==> src/rtl/hog_axil_pkg.sv <==
// Shared types and helpers for the HOG GP AXI4-Lite register file.
package hog_axil_pkg;

  localparam logic [1:0] RESP_OKAY   = 2'b00;
  localparam logic [1:0] RESP_SLVERR = 2'b10;

  typedef enum logic {W_IDLE, W_RESP} wr_state_t;
  typedef enum logic {R_IDLE, R_DATA} rd_state_t;

  // Byte-lane merge sized for the widest supported bus; callers zero-extend and truncate.
  function automatic logic [63:0] strb_merge(input logic [63:0] old_word,
                                             input logic [63:0] new_word,
                                             input logic [7:0]  strb);
    logic [63:0] merged;
    for (int b = 0; b < 8; b++)
      merged[b*8 +: 8] = strb[b] ? new_word[b*8 +: 8] : old_word[b*8 +: 8];
    return merged;
  endfunction

endpackage

==> src/rtl/axil_gp_regfile_if.sv <==
// AXI4-Lite bus bundle for the GP control port; master drives requests, slave drives responses.
interface axil_gp_regfile_if #(
  parameter int DATA_W = 32,
  parameter int ADDR_W = 5
);
  logic [ADDR_W-1:0]   s_axi_awaddr;
  logic [2:0]          s_axi_awprot;
  logic                s_axi_awvalid;
  logic                s_axi_awready;
  logic [DATA_W-1:0]   s_axi_wdata;
  logic [DATA_W/8-1:0] s_axi_wstrb;
  logic                s_axi_wvalid;
  logic                s_axi_wready;
  logic [1:0]          s_axi_bresp;
  logic                s_axi_bvalid;
  logic                s_axi_bready;
  logic [ADDR_W-1:0]   s_axi_araddr;
  logic [2:0]          s_axi_arprot;
  logic                s_axi_arvalid;
  logic                s_axi_arready;
  logic [DATA_W-1:0]   s_axi_rdata;
  logic [1:0]          s_axi_rresp;
  logic                s_axi_rvalid;
  logic                s_axi_rready;

  modport master (
    output s_axi_awaddr, s_axi_awprot, s_axi_awvalid, s_axi_wdata, s_axi_wstrb, s_axi_wvalid,
           s_axi_bready, s_axi_araddr, s_axi_arprot, s_axi_arvalid, s_axi_rready,
    input  s_axi_awready, s_axi_wready, s_axi_bresp, s_axi_bvalid, s_axi_arready,
           s_axi_rdata, s_axi_rresp, s_axi_rvalid
  );

  modport slave (
    input  s_axi_awaddr, s_axi_awprot, s_axi_awvalid, s_axi_wdata, s_axi_wstrb, s_axi_wvalid,
           s_axi_bready, s_axi_araddr, s_axi_arprot, s_axi_arvalid, s_axi_rready,
    output s_axi_awready, s_axi_wready, s_axi_bresp, s_axi_bvalid, s_axi_arready,
           s_axi_rdata, s_axi_rresp, s_axi_rvalid
  );
endinterface

==> src/rtl/axil_wr_capture.sv <==
// Independent AW/W holding registers; both = address and data held. Zero latency to hold,
// each channel stalls while its slot is full or a write response is outstanding.
module axil_wr_capture #(
  parameter int DATA_W = 32,
  parameter int ADDR_W = 5
) (
  input  logic                clk,
  input  logic                rst,
  input  logic                en,
  input  logic                busy,
  input  logic                clear,
  input  logic [ADDR_W-1:0]   awaddr,
  input  logic                awvalid,
  output logic                awready,
  input  logic [DATA_W-1:0]   wdata,
  input  logic [DATA_W/8-1:0] wstrb,
  input  logic                wvalid,
  output logic                wready,
  output logic [ADDR_W-1:0]   addr,
  output logic [DATA_W-1:0]   data,
  output logic [DATA_W/8-1:0] strb,
  output logic                both
);
  logic aw_held;
  logic w_held;

  assign awready = en && !aw_held && !busy;
  assign wready  = en && !w_held && !busy;
  assign both    = aw_held && w_held;

  always_ff @(posedge clk or negedge rst) begin
    if (!rst) begin
      aw_held <= 1'b0;
      w_held  <= 1'b0;
      addr    <= '0;
      data    <= '0;
      strb    <= '0;
    end else begin
      if (clear) begin
        aw_held <= 1'b0;
      end else if (awvalid && awready) begin
        aw_held <= 1'b1;
        addr    <= awaddr;
      end
      if (clear) begin
        w_held <= 1'b0;
      end else if (wvalid && wready) begin
        w_held <= 1'b1;
        data   <= wdata;
        strb   <= wstrb;
      end
    end
  end
endmodule

==> src/rtl/axil_gp_regfile.sv <==
// AXI4-Lite register file for the HOG GP port: R/W config words, RO status words and a start pulse.
// Writes commit one edge after AW and W are both held; reads register on the AR handshake.
import hog_axil_pkg::*;

module axil_gp_regfile #(
  parameter int DATA_W   = 32,
  parameter int ADDR_W   = 5,
  parameter int NUM_REGS = 8,
  parameter int NUM_RW   = 6
) (
  input  logic                                clk,
  input  logic                                rst,
  axil_gp_regfile_if.slave                    bus,
  output logic [NUM_RW*DATA_W-1:0]            regs_o,
  input  logic [(NUM_REGS-NUM_RW)*DATA_W-1:0] status_i,
  output logic                                start_o
);
  localparam int STRB_W = DATA_W / 8;
  localparam int LSB    = $clog2(STRB_W);
  localparam int IDX_W  = ADDR_W - LSB;

  logic              rdy_en;
  logic [DATA_W-1:0] regs [NUM_RW];

  logic [ADDR_W-1:0] cap_addr;
  logic [DATA_W-1:0] cap_data;
  logic [STRB_W-1:0] cap_strb;
  logic              both;
  logic              commit;
  logic [IDX_W-1:0]  w_idx;
  logic              w_hit;
  logic [DATA_W-1:0] wr_old;
  logic [DATA_W-1:0] wr_new;
  logic [63:0]       merge_full;
  wr_state_t         wr_state;
  wr_state_t         wr_next;

  logic [IDX_W-1:0]  r_idx;
  logic              r_hit;
  logic              ar_fire;
  logic [DATA_W-1:0] rd_word;
  rd_state_t         rd_state;
  rd_state_t         rd_next;

  // Holds every ready low until the first edge after reset is released.
  always_ff @(posedge clk or negedge rst) begin
    if (!rst) rdy_en <= 1'b0;
    else      rdy_en <= 1'b1;
  end

  axil_wr_capture #(.DATA_W(DATA_W), .ADDR_W(ADDR_W)) u_cap (
    .clk     (clk),
    .rst     (rst),
    .en      (rdy_en),
    .busy    (bus.s_axi_bvalid),
    .clear   (commit),
    .awaddr  (bus.s_axi_awaddr),
    .awvalid (bus.s_axi_awvalid),
    .awready (bus.s_axi_awready),
    .wdata   (bus.s_axi_wdata),
    .wstrb   (bus.s_axi_wstrb),
    .wvalid  (bus.s_axi_wvalid),
    .wready  (bus.s_axi_wready),
    .addr    (cap_addr),
    .data    (cap_data),
    .strb    (cap_strb),
    .both    (both)
  );

  always_ff @(posedge clk or negedge rst) begin
    if (!rst) wr_state <= W_IDLE;
    else      wr_state <= wr_next;
  end

  always_comb begin
    wr_next = wr_state;
    case (wr_state)
      W_IDLE: if (both) wr_next = W_RESP;
      W_RESP: if (bus.s_axi_bready) wr_next = W_IDLE;
    endcase
  end

  always_comb begin
    bus.s_axi_bvalid = (wr_state == W_RESP);
    commit           = (wr_state == W_IDLE) && both;
  end

  assign w_idx = cap_addr[ADDR_W-1:LSB];

  always_comb begin
    w_hit  = 1'b0;
    wr_old = '0;
    for (int i = 0; i < NUM_RW; i++) begin
      if (int'(w_idx) == i) begin
        w_hit  = 1'b1;
        wr_old = regs[i];
      end
    end
  end

  assign merge_full = strb_merge(64'(wr_old), 64'(cap_data), 8'(cap_strb));

  // Bit 0 of word 0 is the start trigger and never stores.
  always_comb begin
    wr_new = merge_full[DATA_W-1:0];
    if (w_idx == '0) wr_new[0] = 1'b0;
  end

  always_ff @(posedge clk or negedge rst) begin
    if (!rst) begin
      for (int i = 0; i < NUM_RW; i++) regs[i] <= '0;
      bus.s_axi_bresp <= RESP_OKAY;
      start_o         <= 1'b0;
    end else begin
      start_o <= commit && w_hit && (w_idx == '0) && cap_strb[0] && cap_data[0];
      if (commit) begin
        bus.s_axi_bresp <= w_hit ? RESP_OKAY : RESP_SLVERR;
        for (int i = 0; i < NUM_RW; i++)
          if (w_hit && int'(w_idx) == i) regs[i] <= wr_new;
      end
    end
  end

  always_ff @(posedge clk or negedge rst) begin
    if (!rst) rd_state <= R_IDLE;
    else      rd_state <= rd_next;
  end

  always_comb begin
    rd_next = rd_state;
    case (rd_state)
      R_IDLE: if (ar_fire) rd_next = R_DATA;
      R_DATA: if (bus.s_axi_rready) rd_next = R_IDLE;
    endcase
  end

  always_comb begin
    bus.s_axi_arready = rdy_en && (rd_state == R_IDLE);
    bus.s_axi_rvalid  = (rd_state == R_DATA);
    ar_fire           = bus.s_axi_arvalid && rdy_en && (rd_state == R_IDLE);
  end

  assign r_idx = bus.s_axi_araddr[ADDR_W-1:LSB];

  always_comb begin
    r_hit   = 1'b0;
    rd_word = '0;
    for (int i = 0; i < NUM_RW; i++) begin
      if (int'(r_idx) == i) begin
        r_hit   = 1'b1;
        rd_word = regs[i];
      end
    end
    for (int i = 0; i < NUM_REGS - NUM_RW; i++) begin
      if (int'(r_idx) == NUM_RW + i) begin
        r_hit   = 1'b1;
        rd_word = status_i[i*DATA_W +: DATA_W];
      end
    end
  end

  // Read data is captured once per AR so it stays stable under later writes.
  always_ff @(posedge clk or negedge rst) begin
    if (!rst) begin
      bus.s_axi_rdata <= '0;
      bus.s_axi_rresp <= RESP_OKAY;
    end else if (ar_fire) begin
      bus.s_axi_rdata <= rd_word;
      bus.s_axi_rresp <= r_hit ? RESP_OKAY : RESP_SLVERR;
    end
  end

  for (genvar g = 0; g < NUM_RW; g++) begin : g_regs_o
    assign regs_o[g*DATA_W +: DATA_W] = regs[g];
  end

  wire unused_ok = ^{bus.s_axi_awprot, bus.s_axi_arprot, cap_addr[LSB-1:0],
                     bus.s_axi_araddr[LSB-1:0], merge_full};
endmodule

==> src/flat_wrapper.sv <==
// flat-port wrapper written by rule: the top's interface ports become plain ports
module axil_gp_regfile_flat 
#(
  parameter int DATA_W   = 32,
  parameter int ADDR_W   = 5,
  parameter int NUM_REGS = 8,
  parameter int NUM_RW   = 6
)
  (clk, rst, regs_o, status_i, start_o, bus_s_axi_awaddr, bus_s_axi_awprot, bus_s_axi_awvalid, bus_s_axi_wdata, bus_s_axi_wstrb, bus_s_axi_wvalid, bus_s_axi_bready, bus_s_axi_araddr, bus_s_axi_arprot, bus_s_axi_arvalid, bus_s_axi_rready, bus_s_axi_awready, bus_s_axi_wready, bus_s_axi_bresp, bus_s_axi_bvalid, bus_s_axi_arready, bus_s_axi_rdata, bus_s_axi_rresp, bus_s_axi_rvalid);
  axil_gp_regfile_if #(.DATA_W(DATA_W), .ADDR_W(ADDR_W)) bus_i ();
  input  logic clk;
  input  logic rst;
  output logic [NUM_RW*DATA_W-1:0] regs_o;
  input  logic [(NUM_REGS-NUM_RW)*DATA_W-1:0] status_i;
  output logic start_o;
  input wire logic [$bits(bus_i.s_axi_awaddr)-1:0] bus_s_axi_awaddr;
  input wire logic [$bits(bus_i.s_axi_awprot)-1:0] bus_s_axi_awprot;
  input wire logic [$bits(bus_i.s_axi_awvalid)-1:0] bus_s_axi_awvalid;
  input wire logic [$bits(bus_i.s_axi_wdata)-1:0] bus_s_axi_wdata;
  input wire logic [$bits(bus_i.s_axi_wstrb)-1:0] bus_s_axi_wstrb;
  input wire logic [$bits(bus_i.s_axi_wvalid)-1:0] bus_s_axi_wvalid;
  input wire logic [$bits(bus_i.s_axi_bready)-1:0] bus_s_axi_bready;
  input wire logic [$bits(bus_i.s_axi_araddr)-1:0] bus_s_axi_araddr;
  input wire logic [$bits(bus_i.s_axi_arprot)-1:0] bus_s_axi_arprot;
  input wire logic [$bits(bus_i.s_axi_arvalid)-1:0] bus_s_axi_arvalid;
  input wire logic [$bits(bus_i.s_axi_rready)-1:0] bus_s_axi_rready;
  output wire logic [$bits(bus_i.s_axi_awready)-1:0] bus_s_axi_awready;
  output wire logic [$bits(bus_i.s_axi_wready)-1:0] bus_s_axi_wready;
  output wire logic [$bits(bus_i.s_axi_bresp)-1:0] bus_s_axi_bresp;
  output wire logic [$bits(bus_i.s_axi_bvalid)-1:0] bus_s_axi_bvalid;
  output wire logic [$bits(bus_i.s_axi_arready)-1:0] bus_s_axi_arready;
  output wire logic [$bits(bus_i.s_axi_rdata)-1:0] bus_s_axi_rdata;
  output wire logic [$bits(bus_i.s_axi_rresp)-1:0] bus_s_axi_rresp;
  output wire logic [$bits(bus_i.s_axi_rvalid)-1:0] bus_s_axi_rvalid;
  assign bus_i.s_axi_awaddr = bus_s_axi_awaddr;
  assign bus_i.s_axi_awprot = bus_s_axi_awprot;
  assign bus_i.s_axi_awvalid = bus_s_axi_awvalid;
  assign bus_i.s_axi_wdata = bus_s_axi_wdata;
  assign bus_i.s_axi_wstrb = bus_s_axi_wstrb;
  assign bus_i.s_axi_wvalid = bus_s_axi_wvalid;
  assign bus_i.s_axi_bready = bus_s_axi_bready;
  assign bus_i.s_axi_araddr = bus_s_axi_araddr;
  assign bus_i.s_axi_arprot = bus_s_axi_arprot;
  assign bus_i.s_axi_arvalid = bus_s_axi_arvalid;
  assign bus_i.s_axi_rready = bus_s_axi_rready;
  assign bus_s_axi_awready = bus_i.s_axi_awready;
  assign bus_s_axi_wready = bus_i.s_axi_wready;
  assign bus_s_axi_bresp = bus_i.s_axi_bresp;
  assign bus_s_axi_bvalid = bus_i.s_axi_bvalid;
  assign bus_s_axi_arready = bus_i.s_axi_arready;
  assign bus_s_axi_rdata = bus_i.s_axi_rdata;
  assign bus_s_axi_rresp = bus_i.s_axi_rresp;
  assign bus_s_axi_rvalid = bus_i.s_axi_rvalid;
  axil_gp_regfile #(.DATA_W(DATA_W), .ADDR_W(ADDR_W), .NUM_REGS(NUM_REGS), .NUM_RW(NUM_RW)) u_core (.clk(clk), .rst(rst), .bus(bus_i), .regs_o(regs_o), .status_i(status_i), .start_o(start_o));
endmodule
==> config.mk <==
export PLATFORM = sky130hd
export DESIGN_NAME = axil_gp_regfile_flat
export DESIGN_NICKNAME = d
export VERILOG_FILES = /design/src/rtl/hog_axil_pkg.sv /design/src/rtl/axil_gp_regfile_if.sv /design/src/rtl/axil_wr_capture.sv /design/src/rtl/axil_gp_regfile.sv /design/src/flat_wrapper.sv
export SDC_FILE = /design/constraint.sdc
export NUM_CORES = 1
export LEC_CHECK = 0
export BUFFER_PORTS_ARGS = -buffer_cell sky130_fd_sc_hd__buf_2
export CAP_MARGIN = 20
export CORE_ASPECT_RATIO = 0.5
export CORE_MARGIN = 4
export CORE_UTILIZATION = 35
export DETAILED_ROUTE_END_ITERATION = 8
export GPL_TIMING_DRIVEN = 1
export PLACE_DENSITY_LB_ADDON = 0.2
export SYNTH_ARGS = -nofsm -noshare
export SYNTH_HDL_FRONTEND = slang
export SYNTH_SLANG_ARGS = --single-unit
export TNS_END_PERCENT = 20
==> constraint.sdc <==
create_clock -name clk -period 2.5 [get_ports clk]
set_input_delay 0 -clock clk [delete_from_list [all_inputs] [get_ports clk]]
set_output_delay 0 -clock clk [all_outputs]
set_load 0.05 [all_outputs]
# [Word level (Yosys, flattened, before mapping)]
# Index checks and enable logic that the tools add are counted.
# W data, S select, Z words.
[totals] memories=0 latch_bits=0 out_inout_bits=234 elab_cells=115 ram_bits=0 romBits=0 reg_bits=275
[op_classes] n_bitwise=3 n_eq_ne=12 multipliers=0 n_reduce_logical=37 div=0 add_sub_neg=0 magnitude_cmp=0 n_mux=45 shifts=0
[ops] operator="$mux W32" count=14
[ops] operator="$mux W8" count=4
[ops] operator="$eq A3 B3 Y1 const B" count=8
[ops] operator="$mux W1" count=23
[ops] operator="$logic_and A1 B1 Y1" count=21
[ops] operator="$reduce_and A2 Y1" count=8
[ops] operator="$eq A3 B2 Y1 const B" count=3
[ops] operator="$logic_not A3 Y1" count=3
[ops] operator="$mux W2" count=2
[ops] operator="$pmux W1 S2" count=2
[ops] operator="$reduce_bool A2 Y1" count=2
[ops] operator="$eq A3 B1 Y1 const B" count=1
[ops] operator="$logic_not A1 Y1" count=3
[ops] operator="$not A1 Y1" count=3

# [Logic depth before layout (Yosys ltp)]
[logic_depth] word_depth=11 ltp_mapped=8 depth_no_buf=4

# [Modules after synthesis]
# Synthesis repeated with hierarchy kept, for this count alone.
[unflattened] cells_unflattened=1441 area_unflattened_um2=14078.5
[by_module_without_submodules] mod="axil_gp_regfile" cells_each=1344 n_inst=1 area_each_um2=12304.3
[by_module_without_submodules] mod="axil_wr_capture" cells_each=97 n_inst=1 area_each_um2=1774.2

# [Least setup slack after synthesis]
# OpenSTA, ideal clock, no wires.
[synth_timing] path_kind="register to register" startpoint="reg u_core.wr_state (netlist: u_core.bus.s_axi_bvalid)" endpoint="reg u_core.regs, in the netlist u_core.regs_o[172]" t_arrival_ns=1.865 slack_ns=0.511 path_stages_with_launch=6 n_path_buf=1 period_less_slack_ns=1.989 cell_sequence="dfrtp_1 nand3b_1 or2_1 nor2_2 clkbuf_4 mux2_2"
[synth_via] elab_chain_cells=3
[synth_rtl] element="start, declared" line_no="axil_gp_regfile.sv:35" source="wr_state_t wr_state;"
[synth_rtl] element="start signal, assigned" line_no="axil_gp_regfile.sv:72" source="else wr_state <= wr_next;"
[synth_rtl] element="$not A1 Y1" line_no="axil_gp_regfile.sv:85" source="commit = (wr_state == W_IDLE) && both;"
[synth_rtl] element="$logic_and A1 B1 Y1" line_no="axil_gp_regfile.sv:85"
[synth_rtl] element="$reduce_and A2 Y1 (no source line)"
[synth_rtl] element="end, declared" line_no="axil_gp_regfile.sv:23" source="logic [DATA_W-1:0] regs [NUM_RW];"
# Every way passes these cells.
# A chain may end at the register's enable or synchronous reset.

# [Worst setup path in the final report]
[layout_timing] startpoint="in bus_s_axi_araddr[4]" endpoint="reg u_core.bus.s_axi_rdata[1] in the netlist's numbering"
[layout_via] elab_chain_cells=9 elab_cells_between_ends=16
[layout_rtl] element="start, declared" line_no="flat_wrapper.sv:23" source="input wire logic [$bits(bus_i.s_axi_araddr)-1:0] bus_s_axi_araddr;"
[layout_rtl] element="$logic_not A3 Y1" line_no="axil_gp_regfile.sv:149" source="if (int'(r_idx) == i) begin"
[layout_rtl] element="$mux W32 (6 in a row)" line_no="axil_gp_regfile.sv:149"
[layout_rtl] element="$mux W32" line_no="axil_gp_regfile.sv:155" source="if (int'(r_idx) == NUM_RW + i) begin"
[layout_rtl] element="$mux W32 *" line_no="axil_gp_regfile.sv:155"
[layout_rtl] element="end signal, assigned" line_no="axil_gp_regfile.sv:168" source="bus.s_axi_rdata <= rd_word;"
[layout_rtl] element="end, declared" line_no="axil_gp_regfile_if.sv:37" source="s_axi_rdata, s_axi_rresp, s_axi_rvalid"
# Mark *: on every way between the ends. The rest lies on a longest branch, timed or not.

==> results.toml <==
[run_status]
status = "completed"

[timing]
min_period_ns = 2.42
setup_violations = 0
rsz0062_at_grt = "false"
fmax_ghz = 0.413
max_slew_margin_pct = 29.3
hold_viol = 0
clock_skew_ns = 0.0126
finalCritPeriodShare_pct = 96.9
fin_setup_tns_ns = 0
drv_slew = 0
worstMarginPinSlew_ns = 1.06

[logic_synthesis]
synth_cell_types = 50
synthAdderAreaFrac_pct = 0
synth_seq_cells = 271
yosys.area_share.simple_pct = 10.9
synth-xor-area-share_pct = 0
muxShareOfSynthArea_pct = 18.4
ys_seq_area_share_pct = 45.5
synth_compound_area_share_pct = 20.2
netlist_area_sq_um = 14900
synth_top_family_by_area = "compound AO/OA/AOI/OAI gates"
ys_warn_count = 0
syn_inst = 1372
avgSynthCellArea_sq_um = 10.9

[hold_path]
worstHoldStart = "status_i[54]"
hold_depth = 4
whs_endpoint = "u_core.bus.s_axi_rdata[22]"
min_path_type = "primary input to flip-flop"

[floorplan]
core_sq_um = 42000
fp-row-count = 53
die_y_um = 154
start_util_pct = 35.5
die_w_um = 300
die_area_sq_um = 46100
pin_count = 357

[clock_network]
tritoncts = "yes"
cts-root-buf = "clkbuf_16"
path_clk_slew_ns = 0.06
cts.sinks = 271
clk_path_buf_depth = 3
clock_latency_ns = 0.56
htree_levels = 1
cts_buffers = 28

[final_layout]
fin_util_pct = 46.1
final_common_cell = "buf_2"
drive_gt1_share_pct = 40.9
area_growth_pct = 30.0
final_cell_mix = "341 x buf_2, 270 x dfrtp_1, 150 x nand2_1"
fin_nets = 1908
final_cells = 2384

[route]
drt_first_pass_iters = 5
vias_per_cell = 5.38
post_drt_wl_per_cell_um = 23.2
dr_wl_met3_mm = 2.84
top_layer_used = "met4"
drtAntennaViolNets = 0
drt-met1-wl_mm = 24.8
dr_wl_met2_mm = 26.4
drt_iter0_markers = 1008
detail_route.wirelength_mm = 55.2
drcViolationCount = 0
vias = 12800

[setup_path]
cp-end-kind = "flip-flop"
reg2reg_from = "u_core.bus.s_axi_bvalid"
cp.arrival_ns = 2.86
worst_setup_path_start_kind = "primary input"
timing.rr.end = "u_core.u_cap.addr[2]"
criticalPathCategory = "primary input to flip-flop"
cp_max_fo = 31
r2r_cells = 7
crit_required_ns = 2.94
r2r_setup_slack_ns = 0.17

[placement]
hpwl_mm = 38.9
gp_congestion = 0.838
portBuffers = 344
place_inst = 2243

[global_route]
overflow = 0
grt_antenna_before_repair = 1
grt_start_max_net_pins = 71
grt_pass1_vias = 12600
grt_use_total_pct = 23.2
grt_pass1_wl_mm = 82.6

[power_and_ir_drop]
p_leak_nw = 9.29
peakVddDrop_mv = 0.581
powerDensity_nw_per_um2 = 1430

[run]
max_cap_violations = 0
## cell usage after synthesis, drive strengths merged
cell type | instances | area [sq um]
a21o | 9 | 67.6
a21oi | 87 | 435
a221oi | 52 | 718
a22oi | 13 | 97.6
a31oi | 1 | 6.26
a41o | 7 | 70.1
and2 | 11 | 68.8
and4b | 1 | 10.0
and4bb | 1 | 12.5
buf | 65 | 408
clkbuf | 50 | 198
conb | 2 | 7.51
dfrtp | 271 | 6780
inv | 30 | 113
mux2 | 210 | 2360
mux2i | 38 | 380
nand2 | 153 | 574
nand2b | 27 | 169
nand3b | 3 | 22.5
nor2 | 40 | 155
nor2b | 18 | 113
nor3 | 24 | 125
nor3b | 3 | 38.8
o21ai | 57 | 285
o21ba | 1 | 10.0
o221a | 25 | 282
o221ai | 26 | 228
o22ai | 1 | 6.26
o2bb2ai | 7 | 61.3
o31a | 1 | 8.76
o31ai | 58 | 460
o41a | 19 | 214
o41ai | 7 | 61.3
or2 | 52 | 325
or2b | 2 | 15.0
## power breakdown
group / internal, mW / total [mW] / switching (mW) / leakage, nW
Clock: 2.61 / 4.43 / 1.82 / 0.471
Combinational: 4.85 / 15.0 / 10.2 / 5.28
Sequential: 6.14 / 8.17 / 2.03 / 3.54
## through the flow
step                      area [sq um]  hold slack [ns]  worst slack [ns]  power [mW]
after floorplan                  14900           -0.296             0.511        18.6
after global placement           17500          -0.0393             0.366        22.9
after detailed placement         17500          -0.0412             0.357        23.1
after CTS                        19300          0.00437             0.156        27.7
after global routing             19400           0.0263            0.0153        29.1
final                            19400           0.0161            0.0786        27.6
## worst max-delay path: stages
cell and delay [ns]:
dlygate4sd3_1 0.52, buf_4 0.36, or2_1 0.18, buf_4 0.28, o221ai_1 0.20, o41a_1 0.43, dlygate4sd3_1 0.56, o31ai_1 0.30
## kinds of logic after synthesis
group                  after synthesis
AOI/OAI and AO/OA                  371
and+or+nand+nor                    335
DFF                                271
muxes                              248
buffers and inverters              145
other                                2
## layer usage
layer / up-vias / track usage, %
met5: - / 0
met4: 0 / 5.16
met3: 80 / 3.80
met2: 381 / 38.6
met1: 6473 / 31.9
li1: 5902 / -
## layout make-up
cell class                      count  area [sq um]
Inverter                           30           113
Tap cell                          577           722
Clock inverter                      9           126
Fill cell                        4006         22600
Multi-Input combinational cell    957          7460
Timing Repair Buffer              497          3310
Sequential cell                   271          6790
Antenna cell                        1          2.50
Clock buffer                       42           835
## how the worst max path moves through the flow
stage,endpoint,slack (ns),start
2_1_floorplan,u_core.regs_o[172],0.51,u_core.bus.s_axi_bvalid
3_3_place_gp,u_core.regs_o[131],0.37,u_core.u_cap.addr[2]
3_5_place_dp,u_core.regs_o[27],0.36,u_core.u_cap.addr[2]
4_1_cts,u_core.u_cap.addr[2],0.16,u_core.bus.s_axi_bvalid
5_1_grt,u_core.bus.s_axi_rdata[1],0.02,bus_s_axi_araddr[4]
6_report,u_core.bus.s_axi_rdata[1],0.08,bus_s_axi_araddr[4]
## registers in the layout (all words and copies together), names as in the netlist, 3 cells and up
signal,count
u_core.bus.s_axi_rdata,32
u_core.u_cap.addr,3
u_core.u_cap.strb,4
u_core.u_cap.data,32
u_core.regs_o,192
## repair_timing
| item | in CTS | in global routing |
|---|---|---|
| setup buffers | 0 | 0 |
| hold buffers | 89 | 0 |
| endpoints found under the hold margin | 343 | 0 |
| resized for setup | 0 | 2 |
| endpoints found under the setup margin | 0 | 2 |
(Power assumes the default switching activity.)
